## config.mk

```make
export PLATFORM = sky130hd
export DESIGN_NAME = spi_slave_shifter
export DESIGN_NICKNAME = d
export VERILOG_FILES = /design/src/rtl/spi_pkg.sv /design/src/rtl/spi_sync_edge.sv /design/src/rtl/spi_slave_shifter.sv
export SDC_FILE = /design/constraint.sdc
export NUM_CORES = 1
export LEC_CHECK = 0
export CAP_MARGIN = 15
export CORE_MARGIN = 3
export CORE_UTILIZATION = 46
export DETAILED_ROUTE_END_ITERATION = 12
export PLACE_DENSITY_LB_ADDON = 0.1
export SKIP_LAST_GASP = 1
export SLEW_MARGIN = 40
export SYNTH_ARGS = -nofsm -noshare
export SYNTH_HDL_FRONTEND = slang
export SYNTH_HIERARCHICAL = 1
export SYNTH_SLANG_ARGS = --single-unit
```

## constraint.sdc

```tcl
create_clock -name clk -period 1.55 [get_ports clk]
set_clock_uncertainty 0.15 [all_clocks]
set_input_delay 0.31 -clock clk [delete_from_list [all_inputs] [get_ports clk]]
set_output_delay 0.31 -clock clk [all_outputs]
set_load 0.02 [all_outputs]
```

## src/rtl/spi_pkg.sv

```systemverilog
// Shared types and helpers for the SPI slave: FSM states, mode constants and
// clock polarity/phase decoding.
package spi_pkg;

  typedef enum logic [1:0] {
    WAIT_IDLE = 2'd0,
    IDLE      = 2'd1,
    ACTIVE    = 2'd2
  } spi_state_t;

  localparam logic [1:0] MODE0 = 2'd0;
  localparam logic [1:0] MODE1 = 2'd1;
  localparam logic [1:0] MODE2 = 2'd2;
  localparam logic [1:0] MODE3 = 2'd3;

  // Idle level of SCLK
  function automatic logic cpol(input logic [1:0] mode);
    return mode[1];
  endfunction

  // 0: data valid before the first edge, 1: data launched on the first edge
  function automatic logic cpha(input logic [1:0] mode);
    return mode[0];
  endfunction

  // Modes 0 and 3 sample on the rising SCLK edge, modes 1 and 2 on the falling edge
  function automatic logic sample_on_rise(input logic [1:0] mode);
    return ~(cpol(mode) ^ cpha(mode));
  endfunction

endpackage

```

## src/rtl/spi_sync_edge.sv

```systemverilog
// Multi-flop synchroniser for one asynchronous pin, with edge detection on the
// synchronised level.
module spi_sync_edge #(
  parameter int SYNC_STAGES = 2
) (
  input  logic clk,
  input  logic rst,
  input  logic din,
  output logic level,
  output logic rise,
  output logic fall
);

  logic [SYNC_STAGES-1:0] sync;
  logic                   prev;

  // Move the pin through the synchroniser chain and keep the last synced value for edge detection
  always_ff @(posedge clk) begin
    if (rst) begin
      sync <= '0;
      prev <= 1'b0;
    end else begin
      sync <= {sync[SYNC_STAGES-2:0], din};
      prev <= sync[SYNC_STAGES-1];
    end
  end

  assign level = sync[SYNC_STAGES-1];
  assign rise  = level & ~prev;
  assign fall  = ~level & prev;

endmodule

```

## src/rtl/spi_slave_shifter.sv

```systemverilog
// Oversampling SPI slave: assembles WIDTH-bit frames from MOSI, shifts tx_data
// out on MISO, and aborts frames cut short by chip select.
module spi_slave_shifter
  import spi_pkg::*;
#(
  parameter int WIDTH       = 4,
  parameter int MODE        = 0,
  parameter bit MSB_FIRST   = 1'b1,
  parameter int SYNC_STAGES = 2
) (
  input  logic             clk,
  input  logic             rst,
  input  logic             sclk,
  input  logic             cs_n,
  input  logic             mosi,
  output logic             miso,
  input  logic [WIDTH-1:0] tx_data,
  output logic [WIDTH-1:0] rx_data,
  output logic             rx_valid,
  output logic             frame_err,
  output logic [WIDTH-1:0] leds,
  output logic             busy
);

  localparam int             CW          = $clog2(WIDTH);
  localparam logic [1:0]     MODE_BITS   = 2'(MODE);
  localparam logic           PHASE       = cpha(MODE_BITS);
  localparam logic           SAMPLE_RISE = sample_on_rise(MODE_BITS);
  localparam logic [CW-1:0]  LAST_BIT    = CW'(WIDTH - 1);

  spi_state_t state, state_next;

  logic             sclk_level_unused;
  logic             sclk_rise, sclk_fall;
  logic             cs_level;
  logic             cs_rise_unused, cs_fall_unused;
  logic             mosi_level;
  logic             mosi_rise_unused, mosi_fall_unused;

  logic             sample_edge, launch_edge;
  logic             enter_active, leave_active, do_sample, do_launch;

  logic [CW-1:0]    bit_cnt;
  logic [WIDTH-1:0] shift_reg;
  logic [WIDTH-1:0] rx_next;
  logic [WIDTH-1:0] tx_shift;
  logic [WIDTH-1:0] tx_data_adv, tx_shift_adv;
  logic             tx_data_first, tx_shift_out;
  logic             miso_q;

  spi_sync_edge #(.SYNC_STAGES(SYNC_STAGES)) u_sync_sclk (
    .clk   (clk),
    .rst   (rst),
    .din   (sclk),
    .level (sclk_level_unused),
    .rise  (sclk_rise),
    .fall  (sclk_fall)
  );

  spi_sync_edge #(.SYNC_STAGES(SYNC_STAGES)) u_sync_cs (
    .clk   (clk),
    .rst   (rst),
    .din   (cs_n),
    .level (cs_level),
    .rise  (cs_rise_unused),
    .fall  (cs_fall_unused)
  );

  spi_sync_edge #(.SYNC_STAGES(SYNC_STAGES)) u_sync_mosi (
    .clk   (clk),
    .rst   (rst),
    .din   (mosi),
    .level (mosi_level),
    .rise  (mosi_rise_unused),
    .fall  (mosi_fall_unused)
  );

  assign sample_edge = SAMPLE_RISE ? sclk_rise : sclk_fall;
  assign launch_edge = SAMPLE_RISE ? sclk_fall : sclk_rise;

  // Bit ordering: which end of a word goes on the wire first, and how the
  // shift registers move to expose the next bit.
  assign rx_next       = MSB_FIRST ? {shift_reg[WIDTH-2:0], mosi_level}
                                   : {mosi_level, shift_reg[WIDTH-1:1]};
  assign tx_data_first = MSB_FIRST ? tx_data[WIDTH-1] : tx_data[0];
  assign tx_data_adv   = MSB_FIRST ? {tx_data[WIDTH-2:0], 1'b0}
                                   : {1'b0, tx_data[WIDTH-1:1]};
  assign tx_shift_out  = MSB_FIRST ? tx_shift[WIDTH-1] : tx_shift[0];
  assign tx_shift_adv  = MSB_FIRST ? {tx_shift[WIDTH-2:0], 1'b0}
                                   : {1'b0, tx_shift[WIDTH-1:1]};

  // State register; reset parks in WAIT_IDLE so a frame already in flight is never joined
  always_ff @(posedge clk) begin
    if (rst) begin
      state <= WAIT_IDLE;
    end else begin
      state <= state_next;
    end
  end

  // Next state and per-cycle datapath strobes; chip select release outranks any SCLK edge
  always_comb begin
    state_next   = state;
    enter_active = 1'b0;
    leave_active = 1'b0;
    do_sample    = 1'b0;
    do_launch    = 1'b0;
    case (state)
      WAIT_IDLE: begin
        if (cs_level) state_next = IDLE;
      end
      IDLE: begin
        if (!cs_level) begin
          state_next   = ACTIVE;
          enter_active = 1'b1;
        end
      end
      ACTIVE: begin
        if (cs_level) begin
          state_next   = IDLE;
          leave_active = 1'b1;
        end else begin
          do_sample = sample_edge;
          do_launch = launch_edge;
        end
      end
      default: state_next = WAIT_IDLE;
    endcase
  end

  // Receive/transmit shifting, frame completion and abort detection
  always_ff @(posedge clk) begin
    if (rst) begin
      bit_cnt   <= '0;
      shift_reg <= '0;
      tx_shift  <= '0;
      miso_q    <= 1'b0;
      rx_data   <= '0;
      rx_valid  <= 1'b0;
      frame_err <= 1'b0;
    end else begin
      rx_valid  <= 1'b0;
      frame_err <= 1'b0;
      if (enter_active) begin
        bit_cnt   <= '0;
        shift_reg <= '0;
        if (PHASE) begin
          tx_shift <= tx_data;
          miso_q   <= 1'b0;
        end else begin
          tx_shift <= tx_data_adv;
          miso_q   <= tx_data_first;
        end
      end else if (leave_active) begin
        bit_cnt <= '0;
        miso_q  <= 1'b0;
        if (bit_cnt != '0) frame_err <= 1'b1;
      end else if (do_sample) begin
        shift_reg <= rx_next;
        if (bit_cnt == LAST_BIT) begin
          bit_cnt  <= '0;
          rx_data  <= rx_next;
          rx_valid <= 1'b1;
          tx_shift <= tx_data;
        end else begin
          bit_cnt <= bit_cnt + CW'(1);
        end
      end else if (do_launch) begin
        miso_q   <= tx_shift_out;
        tx_shift <= tx_shift_adv;
      end
    end
  end

  assign busy = (state == ACTIVE);
  assign miso = busy & miso_q;
  assign leds = shift_reg;

endmodule
```

# After elaboration in Yosys (flattened, before gate mapping)
# Cells that the tools add are included.
dict set report totals {
  ff_bits 26
  in_bits 9
  output_inout_bits 12
}
dict set report classes {
  add_sub_neg 1
  n_eq_ne 9
  muxes 23
  n_bitwise 8
  reduce_logical 16
}
# operator count
set ops {}
lappend ops {{$mux W4} 5}
lappend ops {{$mux W1} 14}
lappend ops {{$mux W2} 3}
lappend ops {{$reduce_and A2 Y1} 3}
lappend ops {{$reduce_and A3 Y1} 2}
lappend ops {{$reduce_bool A3 Y1} 2}
lappend ops {{$reduce_or A3 Y1} 2}
lappend ops {{$not A1 Y1} 5}
lappend ops {{$eq A2 B2 Y1 const B} 2}
lappend ops {{$ne A2 B1 Y1 const B} 2}
lappend ops {{$ne A2 B2 Y1 const B} 2}
lappend ops {{$pmux W2 S2} 1}
lappend ops {{$reduce_and A4 Y1} 1}
lappend ops {{$reduce_bool A2 Y1} 2}
lappend ops {{$reduce_or A2 Y1} 2}
lappend ops {{$reduce_or A4 Y1} 1}
lappend ops {{$and A1 B1 Y1} 3}
lappend ops {{$ne A3 B2 Y1 const B} 1}
lappend ops {{$ne A3 B3 Y1 const B} 1}
lappend ops {{$add A2 B1 Y2 const B} 1}
lappend ops {{$eq A2 B1 Y1 const B} 1}
lappend ops {{$logic_not A2 Y1} 1}

# Logic depth before layout (Yosys ltp)
dict set report logic_depth {
  word_depth 8
  ltp_mapped 5
}

# Cells and area by module
# The synthesis kept the hierarchy.
# mod n_inst cells_per_inst area_each_um2 seq_area_each_um2
set modules_own_cells {}
lappend modules_own_cells {spi_slave_shifter 1 101 917.1 380.4}
lappend modules_own_cells {spi_sync_edge 3 8 91.3 60.1}

# Worst setup path after synthesis
# OpenSTA, ideal clock, no wires.
dict set report synth_timing {
  kind {flip-flop to flip-flop}
  start {reg u_sync_sclk.sync[1]}
  end {reg tx_shift[1]}
  setup_time_ps 131
  arrival_time_ps 1362
  required_time_ps 1269
  slack_ps -93
  stages_incl_launch_ff 6
  n_path_buf 0
  cell_sequence {dfxtp_1 -> nor2b_1 -> mux2_4 -> a31oi_4 -> nor2b_1 -> nor3_1}
}
dict set report synth_between {
  elab_chain_len 6
  word_cells_on_any_way 13
  cone_classes {eq/ne: 1; mux: 7; bitwise: 3; reduce/logical: 2}
}
# item line
set synth_lines {}
lappend synth_lines {{start, declared} spi_sync_edge.sv:14} ;# logic [SYNC_STAGES-1:0] sync;
lappend synth_lines {{start signal, assigned} spi_sync_edge.sv:23} ;# sync <= {sync[SYNC_STAGES-2:0], din};
lappend synth_lines {{$and A1 B1 Y1 (*)} spi_sync_edge.sv:29} ;# assign rise = level & ~prev;
lappend synth_lines {{via sample_edge} spi_slave_shifter.sv:40} ;# logic sample_edge, launch_edge;
lappend synth_lines {{$mux W1 (*)} spi_slave_shifter.sv:119} ;# if (cs_level) begin
lappend synth_lines {{$mux W1 (*)} spi_slave_shifter.sv:108} ;# case (state)
lappend synth_lines {{$mux W4} spi_slave_shifter.sv:158} ;# end else if (do_sample) begin
lappend synth_lines {{$mux W4} spi_slave_shifter.sv:154} ;# end else if (leave_active) begin
lappend synth_lines {{$mux W4} spi_slave_shifter.sv:144} ;# if (enter_active) begin
lappend synth_lines {{end signal, assigned} spi_slave_shifter.sv:148} ;# tx_shift <= tx_data;
lappend synth_lines {{end signal, assigned} spi_slave_shifter.sv:151} ;# tx_shift <= tx_data_adv;
lappend synth_lines {{end signal, assigned} spi_slave_shifter.sv:164} ;# tx_shift <= tx_data;
lappend synth_lines {{end, declared} spi_slave_shifter.sv:46} ;# logic [WIDTH-1:0] tx_shift;
# The timed path passes the listed nets; every way through them passes the cells marked *. The select of a mux whose other input is x is not followed.
# A chain may end at the register's enable or synchronous reset.

# Worst setup path after layout
dict set report layout_timing {
  start {reg state[0]}
  end {reg tx_shift[0]}
}
dict set report layout_between {
  elab_chain_len 4
  word_cells_on_any_way 12
  cone_classes {eq/ne: 3; mux: 5; bitwise: 1; reduce/logical: 3}
}
# item line
set layout_lines {}
lappend layout_lines {{start, declared} spi_slave_shifter.sv:31} ;# spi_state_t state, state_next;
lappend layout_lines {{start signal, assigned} spi_slave_shifter.sv:97} ;# state <= state_next;
lappend layout_lines {{$eq A2 B2 Y1} spi_slave_shifter.sv:108}
lappend layout_lines {{$mux W1} spi_slave_shifter.sv:108}
lappend layout_lines {{$ne A2 B1 Y1 (no source line), or another cell as far along} n/a}
lappend layout_lines {{$reduce_and A3 Y1 (no source line)} n/a}
# Several ways; a longest one is shown, not always the timed one.

==> flow_metrics.env <==
export IMPL_crit_path_max_fanout=12
export IMPL_drt_wirelength_per_cell_um=13.1
export IMPL_gpl_final_weighted_congestion=0.725
export IMPL_violations_in_the_final_reports="negative setup slack"
export IMPL_fp_dieArea_um2=3050
export IMPL_tritoncts="done"
export IMPL_timing_hold_violations_final=0
export IMPL_max_freq_ghz=0.626
export IMPL_overflow=0
export IMPL_place_detailed_instances=176
export IMPL_startpoint_type="flip-flop"
export IMPL_cts_buffer_depth=2
export IMPL_die_w_um=55.2
export IMPL_static_leakage_power_uw=0.000638
export IMPL_final_core_util=0.686
export IMPL_power_density_nw_per_um2=819
export IMPL_io_buffer_count=20
export IMPL_floorplan_io_pins=21
export IMPL_first_global_vias=902
export IMPL_via_count=962
export IMPL_rsz0062_at_grt="yes"
export IMPL_antenna_cells_inserted=0
export IMPL_die_y_um=55.2
export IMPL_postLayoutSetupSlackWorst_ns=-0.0474
export IMPL_worstSetupPathType="flip-flop to flip-flop"
export IMPL_final_period_utilization=1.03
export IMPL_cts_reportedPaths_clkPinSlew_ns=0.14
export IMPL_cts_buffers_inserted=3
export IMPL_wirelength_um=2400
export IMPL_timing_worst_slew_pin_value_ns=0.287
export IMPL_finalSetupViolations=12
export IMPL_first_iter_violations=18
export IMPL_timing_final_max_slew_violations=0
export IMPL_gr_usage_all_layers=0.172
export IMPL_cts_sinks=26
export IMPL_initial_utilization=0.494
export IMPL_core_area_um2=2250
export IMPL_drt_via_density=5.26
export IMPL_max_slew_margin=0.808
export IMPL_layout_drive_gt1_share=0.284
export IMPL_timing_hold_worst_class="flip-flop to flip-flop"
export IMPL_global_route_wire_length_before_repair_um=4280
export IMPL_stdcell_count=183
export IMPL_ant_nets=0
export IMPL_syn2layout_area_growth_pct=38.9
export IMPL_first_pass_drt_iterations=4
export IMPL_worst_endpoint_required_ns=1.63
export IMPL_layout_nets=167
export IMPL_vdd_ir_drop_worst_v=0.000557
export IMPL_worst_skew_pair_later_pin_latency_ns=0.32
export IMPL_synth_net_count=128
export IMPL_netlist_area_before_placement_um2=1110
export IMPL_grt_max_degree=16
export IMPL_post_synth_cell_area_avg_um2=9.52
export IMPL_post_dp_hpwl_um=1680
export IMPL_clock_tree_htree_level_count=1
export IMPL_timing_critical_path_to_type="flip-flop"
export IMPL_route_detailed_drc=0
export IMPL_std_cell_rows=17
export IMPL_clk_root_buffer_cell="sky130_fd_sc_hd__clkbuf_4"
export IMPL_run_status="finished with violations"
export IMPL_synthesis_yosys_warnings=6
export IMPL_count_of_mapped_cells_out_of_synthesis=117
export IMPL_grt_antenna_before_repair=0
export IMPL_max_cap_viol_count=0
export IMPL_fin_crit_ns=1.60
export IMPL_worst_endpoint_arrival_ns=1.68
[registers in the layout, indices dropped and copies added (netlist names)]
register and cells:
leds 4, rx_data 4, tx_shift 4, bit_cnt 2, state 2, u_sync_cs/sync 2
u_sync_mosi/sync 2, u_sync_sclk/sync 2, frame_err 1, miso_q 1, rx_valid 1, u_sync_sclk/prev 1
[placed cells by master (no fill, tap or decap), types with 3 or more instances in the layout]
master and n:
sky130_fd_sc_hd__a21oi_1 6, sky130_fd_sc_hd__a221oi_2 3, sky130_fd_sc_hd__clkbuf_4 3, sky130_fd_sc_hd__nand3_1 4, sky130_fd_sc_hd__nand2_1 9, sky130_fd_sc_hd__nor2_1 8, sky130_fd_sc_hd__buf_6 3, sky130_fd_sc_hd__clkbuf_2 3
sky130_fd_sc_hd__nor2b_1 12, sky130_fd_sc_hd__clkdlybuf4s50_1 8, sky130_fd_sc_hd__nor3_1 4, sky130_fd_sc_hd__buf_4 19, sky130_fd_sc_hd__nand4b_1 3, sky130_fd_sc_hd__dfxtp_2 3, sky130_fd_sc_hd__mux2i_1 4, sky130_fd_sc_hd__dlygate4sd2_1 7
sky130_fd_sc_hd__dfxtp_1 23
[per-stage QoR]
step	hold slack, ns	instance area [um2]	setup slack [ns]	power, uW	setup TNS [ns]
final	0.303	1550	-0.0474	1270	-0.297
after global routing	0.314	1550	-0.113	1320	-1.16
after CTS	0.306	1540	-0.202	1270	-0.249
after detailed placement	0.282	1450	-0.250	805	-1.73
after global placement	0.271	1450	-0.215	803	-1.29
after floorplan	0.232	1120	0.0167	752	0
[area by class of cell]
cell class                      count  area (um2)
Clock buffer                        3        22.5
Multi-Input combinational cell     82         591
Clock inverter                      1        30.0
Fill cell                         201         708
Tap cell                           28        35.0
Inverter                            3        11.3
Sequential cell                    26         524
Timing Repair Buffer               40         333
[critical path, cell delays in order, from the launching register on]
cell	delay (ns)
sky130_fd_sc_hd__dfxtp_2	0.40
sky130_fd_sc_hd__buf_6	0.15
sky130_fd_sc_hd__nor3b_4	0.27
sky130_fd_sc_hd__buf_4	0.17
sky130_fd_sc_hd__or2_1	0.12
sky130_fd_sc_hd__a31oi_1	0.05
sky130_fd_sc_hd__a22o_1	0.18
[final timing paths]
check	slack (ns)	end	from	depth (start not counted)
worst max-delay path	-0.05	tx_shift[0]$_SDFFE_PP0P_	state[0]$_SDFFE_PP0P_	6
worst min-delay path	0.30	u_sync_sclk/sync[1]$_SDFF_PP0_	u_sync_sclk/sync[0]$_SDFF_PP0_	1
worst max register to register	-0.05	tx_shift[0]$_SDFFE_PP0P_	state[0]$_SDFFE_PP0P_	6
worst min register to register	0.30	u_sync_sclk/sync[1]$_SDFF_PP0_	u_sync_sclk/sync[0]$_SDFF_PP0_	1
[what timing repair did]
action	CTS	global route
endpoints found under the setup margin	23	20
gates cloned	0	0
pin swaps	1	0
resized for setup	27	14
buffers inserted	3	0
hold buffers	0	0
[layer usage]
metal	up-vias	GRT usage	wire length, um
li1	480	-	-
met3	2	0.0467	71
met1	468	0.242	1140
met5	-	0	0
met2	12	0.262	1160
met4	0	0.0417	17
[power breakdown]
part           total (uW)  internal [uW]  switching [uW]
Clock                 461            261             200
Combinational         116           65.4            50.6
Sequential            690            682            8.48
No activity file was read; power rests on OpenSTA's default activity.
